$ cat src/rtl/processor_pkg.sv
// Definitions shared by the processor datapath and the operand issuer feeding it.
package processor_pkg;

    localparam int unsigned DEFAULT_WORDSIZE = 64;
    localparam int unsigned PROC_SEQ_LEN     = 7;

    localparam logic OP_ADD = 1'b0;
    localparam logic OP_SUB = 1'b1;

    typedef enum logic {
        IDLE,
        HOLD
    } issuer_state_e;

endpackage

$ cat src/rtl/operand_fifo.sv
// Synchronous FIFO of operand/operation entries with occupancy count.
// The caller guarantees push only when not full and pop only when not empty.
module operand_fifo #(
    parameter int unsigned WIDTH = 129,
    parameter int unsigned DEPTH = 4
) (
    input  logic                     clk,
    input  logic                     rst,
    input  logic                     push,
    input  logic                     pop,
    input  logic [WIDTH-1:0]         wr_data,
    output logic [WIDTH-1:0]         rd_data,
    output logic [$clog2(DEPTH):0]   count
);

    localparam int unsigned PW = $clog2(DEPTH);

    logic [WIDTH-1:0] mem_q [DEPTH];
    logic [WIDTH-1:0] mem_d [DEPTH];
    logic [PW-1:0]    wr_ptr_q, wr_ptr_d;
    logic [PW-1:0]    rd_ptr_q, rd_ptr_d;
    logic [PW:0]      count_q, count_d;

    // Power-of-two depth lets the pointers wrap by natural overflow.
    always_comb begin
        mem_d    = mem_q;
        wr_ptr_d = wr_ptr_q;
        rd_ptr_d = rd_ptr_q;
        count_d  = count_q;
        if (push) begin
            mem_d[wr_ptr_q] = wr_data;
            wr_ptr_d        = wr_ptr_q + 1'b1;
        end
        if (pop) begin
            rd_ptr_d = rd_ptr_q + 1'b1;
        end
        if (push && !pop) begin
            count_d = count_q + 1'b1;
        end else if (!push && pop) begin
            count_d = count_q - 1'b1;
        end
    end

    always_ff @(posedge clk or posedge rst) begin
        if (rst) begin
            for (int unsigned i = 0; i < DEPTH; i++) begin
                mem_q[i] <= '0;
            end
            wr_ptr_q <= '0;
            rd_ptr_q <= '0;
            count_q  <= '0;
        end else begin
            mem_q    <= mem_d;
            wr_ptr_q <= wr_ptr_d;
            rd_ptr_q <= rd_ptr_d;
            count_q  <= count_d;
        end
    end

    assign rd_data = mem_q[rd_ptr_q];
    assign count   = count_q;

endmodule

$ cat src/rtl/operand_issuer.sv
// Buffers operand requests and presents each one, held stable, for a full
// processor sequence; issue marks the first cycle of every hold window.
module operand_issuer
    import processor_pkg::*;
#(
    parameter int unsigned WORDSIZE    = DEFAULT_WORDSIZE,
    parameter int unsigned DEPTH       = 4,
    parameter int unsigned HOLD_CYCLES = PROC_SEQ_LEN
) (
    input  logic                    clk,
    input  logic                    rst,
    input  logic                    in_valid,
    output logic                    in_ready,
    input  logic [WORDSIZE-1:0]     in_num1,
    input  logic [WORDSIZE-1:0]     in_num2,
    input  logic                    in_operation,
    output logic [WORDSIZE-1:0]     num1,
    output logic [WORDSIZE-1:0]     num2,
    output logic                    operation_out,
    output logic                    issue,
    output logic                    busy,
    output logic [$clog2(DEPTH):0]  count
);

    localparam int unsigned ENTRY_W = 2 * WORDSIZE + 1;
    localparam int unsigned CW      = $clog2(DEPTH) + 1;
    localparam int unsigned HW      = (HOLD_CYCLES > 1) ? $clog2(HOLD_CYCLES) : 1;
    localparam logic [CW-1:0] FULL      = CW'(DEPTH);
    localparam logic [HW-1:0] HOLD_LAST = HW'(HOLD_CYCLES - 1);

    issuer_state_e        state_q, state_d;
    logic [HW-1:0]        hold_cnt_q, hold_cnt_d;
    logic [WORDSIZE-1:0]  num1_q, num1_d;
    logic [WORDSIZE-1:0]  num2_q, num2_d;
    logic                 op_q, op_d;
    logic                 issue_q, issue_d;
    logic                 busy_q, busy_d;

    logic [ENTRY_W-1:0]   head;
    logic [CW-1:0]        fifo_count;
    logic                 push, pop, have_req, load;

    // in_ready depends only on the registered count, never on this cycle's pop.
    assign in_ready = (fifo_count < FULL);
    assign push     = in_valid && in_ready;
    assign have_req = (fifo_count != '0);
    assign load     = have_req && ((state_q == IDLE) || (hold_cnt_q == '0));
    assign pop      = load;

    operand_fifo #(
        .WIDTH (ENTRY_W),
        .DEPTH (DEPTH)
    ) u_fifo (
        .clk     (clk),
        .rst     (rst),
        .push    (push),
        .pop     (pop),
        .wr_data ({in_num1, in_num2, in_operation}),
        .rd_data (head),
        .count   (fifo_count)
    );

    always_ff @(posedge clk or posedge rst) begin
        if (rst) begin
            state_q    <= IDLE;
            hold_cnt_q <= '0;
            num1_q     <= '0;
            num2_q     <= '0;
            op_q       <= 1'b0;
            issue_q    <= 1'b0;
            busy_q     <= 1'b0;
        end else begin
            state_q    <= state_d;
            hold_cnt_q <= hold_cnt_d;
            num1_q     <= num1_d;
            num2_q     <= num2_d;
            op_q       <= op_d;
            issue_q    <= issue_d;
            busy_q     <= busy_d;
        end
    end

    always_comb begin
        state_d = state_q;
        unique case (state_q)
            IDLE: if (have_req) state_d = HOLD;
            HOLD: if ((hold_cnt_q == '0) && !have_req) state_d = IDLE;
        endcase
    end

    always_comb begin
        hold_cnt_d = hold_cnt_q;
        num1_d     = num1_q;
        num2_d     = num2_q;
        op_d       = op_q;
        issue_d    = 1'b0;
        busy_d     = busy_q;
        if (load) begin
            num1_d     = head[ENTRY_W-1 -: WORDSIZE];
            num2_d     = head[WORDSIZE:1];
            op_d       = head[0];
            hold_cnt_d = HOLD_LAST;
            issue_d    = 1'b1;
            busy_d     = 1'b1;
        end else if (state_q == HOLD) begin
            if (hold_cnt_q != '0) begin
                hold_cnt_d = hold_cnt_q - 1'b1;
            end else begin
                busy_d = 1'b0;
            end
        end
    end

    assign num1          = num1_q;
    assign num2          = num2_q;
    assign operation_out = op_q;
    assign issue         = issue_q;
    assign busy          = busy_q;
    assign count         = fifo_count;

endmodule

$ cat config.mk
export PLATFORM = sky130hd
export DESIGN_NAME = operand_issuer
export DESIGN_NICKNAME = d
export VERILOG_FILES = /design/src/rtl/processor_pkg.sv /design/src/rtl/operand_fifo.sv /design/src/rtl/operand_issuer.sv
export SDC_FILE = /design/constraint.sdc
export NUM_CORES = 1
export LEC_CHECK = 0
export CORE_ASPECT_RATIO = 0.5
export CORE_MARGIN = 5
export CORE_UTILIZATION = 45
export CTS_BUF_LIST = sky130_fd_sc_hd__clkbuf_4
export CTS_CLUSTER_DIAMETER = 150
export DETAILED_ROUTE_END_ITERATION = 6
export PLACE_DENSITY = 0.65
export SYNTH_ARGS = -nofsm -noshare
export SYNTH_HDL_FRONTEND = slang
export SYNTH_HIERARCHICAL = 1
export SYNTH_SLANG_ARGS = --single-unit
$ cat constraint.sdc
create_clock -name clk -period 22.4 [get_ports clk]
set_input_delay 4.48 -clock clk [delete_from_list [all_inputs] [get_ports clk]]
set_output_delay 4.48 -clock clk [all_outputs]
set_load 0.03 [all_outputs]
==> metrics <==
Final #Nets 2064; drt first pass iters 4; setup bufs post-CTS 0; Max Fanout on Critical Path 140; Core Area 62700 sq um; Clk pin slew, worst setup/hold paths 60 ps; vias in the first global route 16770; Routed WL 60540 um; PnR worst setup slack 15160 ps; DRC viols 0; IO buf count 266; fraction of layout cells with a size suffix above 1 0.4941; status completed; Num CTS Buffers 156; dpl hpwl 33500 um; power density cells 155.3 nW/um^2; # rows 65; Yosys cell types 29; vias post-DR 14970; Final Hold Fails 0; final worst-path cycle share 0.3234; pin count of the biggest net entering global routing 141; unrepaired setup endpoints after global routing false; H-tree levels 4; crit path DAT 8170 ps; min Tclk post-route 7243 ps; CTS tree done; vias per cell 5.195; Slew Limit Fails 0; Synth Warn # 6; clk_skew 36.71 ps; worst-path cell chain clkdlybuf4s50_1, inv_8, buf_4, buf_4, buf_4; pre-CTS worst setup slack 14130 ps; commonest non-fill, non-tap cell in the layout dfrtp_1; CP startpoint kind input pin; TNS Setup 0 ps; CP Capture Type async pin; crit path kind in2async; DRT iter0 DRCs 594; post-cts sizing count 0; initial antenna violation count 4; hold slack final 486.0 ps; cts hold-fix bufs 0; antenna-violating nets left 0; fmax 138.1 MHz; Synth Instances 1584; CTS Sinks 658; register area share after synthesis 0.5809; Longest Clk Path Bufs 3; Post-DP Area 31320 sq um; routability cong. 0.7123; routed len/inst 21.01 um; total grt overflow 0; Most common cell on crit path buf_4; Total Power 0.005189 W; Max Cap Viol 0; Finished Cell Area 33400 sq um; syn_nets 1724; Synth Register Bits 658; first-pass GRT wire length 97330 um; Hold Crit Class reg2reg; Worst EP required 23330 ps; Clock Latency Late Sink 860 ps; Root Driver clkbuf_4; IO Pins 267; Pleak 14.44 nW; worst-margin pin slew 1108 ps; Die Y 187.5 um; Die ar. 68410 sq um; gr usage total 0.1817; endpoints failing setup 0; slowest CP cell buf_4; most frequent cells in the layout dfrtp_1, mux2_2, clkdlybuf4s50_1; chip width 364.9 um; area delta synth->final 17.84%; Netlist Area Pre-Place 28340 sq um; Starting Density 0.4520; Max stage delay on crit path 800 ps; Syn Area/Cell 17.89 sq um; Rel. slew slack 0.2615; Worst VDD drop 0.00007447 V
-- state kept, by name, summed over array words and instances (netlist names) --
signal,cells
busy,1
u_fifo/rd_ptr_q,2
num1,64
u_fifo/wr_ptr_q,2
u_fifo/mem_q,516
u_fifo/count,3
num2,64
hold_cnt_q,3
state_q,1
operation_out,1
issue,1
-- logic make-up (layout without fill, tap and decap cells) --
kind of cell | count (synthesis) | after routing | share of synthesized area
AO/OA/AOI/OAI | 9 | 9 | 0.002340
other | 0 | 4 | 0
multiplexers | 776 | 776 | 0.3726
AND/OR/NAND/NOR | 14 | 14 | 0.003310
flip-flops | 658 | 658 | 0.5809
buffers and inverters | 113 | 569 | 0.03514
XOR/XNOR | 6 | 6 | 0.001854
adder cells (fa/ha/maj) | 8 | 8 | 0.003796
-- path summary, 6_finish.rpt --
| kind | startpoint | end | slack (ps) | cells past startpoint |
|---|---|---|---|---|
| max | rst | u_fifo/mem_q[246]$_DFFE_PP0P_ | 15160 | 5 |
| min | u_fifo/mem_q[254]$_DFFE_PP0P_ | u_fifo/mem_q[254]$_DFFE_PP0P_ | 490 | 1 |
| max reg2reg | u_fifo/rd_ptr_q[0]$_DFFE_PP0P_ | num1[58]$_DFFE_PP0P_ | 18740 | 4 |
| min reg2reg | u_fifo/mem_q[254]$_DFFE_PP0P_ | u_fifo/mem_q[254]$_DFFE_PP0P_ | 490 | 1 |
| max in group clk | in_valid | u_fifo/mem_q[134]$_DFFE_PP0P_ | 15570 | 5 |
| min in group asynchronous | rst | u_fifo/mem_q[304]$_DFFE_PP0P_ | 4350 | 2 |
-- power by group --
| part | switching, W | total, W | internal (W) |
|---|---|---|---|
| combinational | 0.000825 | 0.00205 | 0.00122 |
| clock | 0.000478 | 0.00102 | 0.000543 |
| sequential | 0.000332 | 0.00212 | 0.00179 |
-- synthesized netlist by cell type --
| cell type | instances | area share |
|---|---|---|
| a21oi_1 | 2 | 0.00035 |
| a21oi_4 | 1 | 0.00057 |
| a2bb2oi_1 | 2 | 0.00062 |
| buf_12 | 16 | 0.011 |
| buf_2 | 24 | 0.0042 |
| buf_4 | 48 | 0.013 |
| buf_6 | 12 | 0.0048 |
| buf_8 | 1 | 0.00053 |
| dfrtp_1 | 658 | 0.58 |
| fa_1 | 1 | 0.00071 |
| ha_1 | 7 | 0.0031 |
| inv_1 | 12 | 0.0016 |
| mux2_1 | 44 | 0.017 |
| mux2_2 | 503 | 0.20 |
| mux2_4 | 99 | 0.052 |
| mux2i_1 | 1 | 0.00035 |
| mux4_2 | 129 | 0.10 |
| nand2_1 | 2 | 0.00026 |
| nand2_2 | 4 | 0.00088 |
| nand2b_4 | 1 | 0.00049 |
| nand3_1 | 2 | 0.00035 |
| nor2_1 | 1 | 0.00013 |
| nor2b_1 | 2 | 0.00044 |
| nor3_1 | 1 | 0.00018 |
| nor3_4 | 1 | 0.00057 |
| o21a_1 | 1 | 0.00026 |
| o21ai_0 | 3 | 0.00053 |
| xnor2_1 | 2 | 0.00062 |
| xor2_1 | 4 | 0.0012 |
-- per-stage QoR --
step	instances	utilization
2_1_floorplan	1584	-
3_3_place_gp	2603	0.4995
3_5_place_dp	2603	0.4995
4_1_cts	2877	0.5325
5_1_grt	2881	0.5327
6_report	2881	0.5327
-- metal layers --
metal,routed length [um],vias up,global-route usage,part of all wire
met5,0,-,0,0
met1,26140,8003,0.2332,0.43
met2,31420,224,0.3113,0.52
met4,1019,0,0.05406,0.017
li1,-,6650,-,-
met3,1966,89,0.04027,0.032
-- area by class of cell --
| class | count | area, sq um |
|---|---|---|
| well taps | 837 | 1047 |
| flip-flops and latches | 658 | 16470 |
| clock inverters | 35 | 276.5 |
| fillers | 5175 | 29300 |
| inverters | 12 | 57.56 |
| repair buffers | 283 | 2803 |
| multi-input cells | 813 | 10940 |
| diodes | 4 | 10.01 |
| clock buffers | 239 | 1794 |
-- worst max-delay path, delay by kind of cell --
| family | cells | cell delay [ps] |
|---|---|---|
| buffers and inverters | 5 | 3480 |
Power figures use the tool's default switching activity.
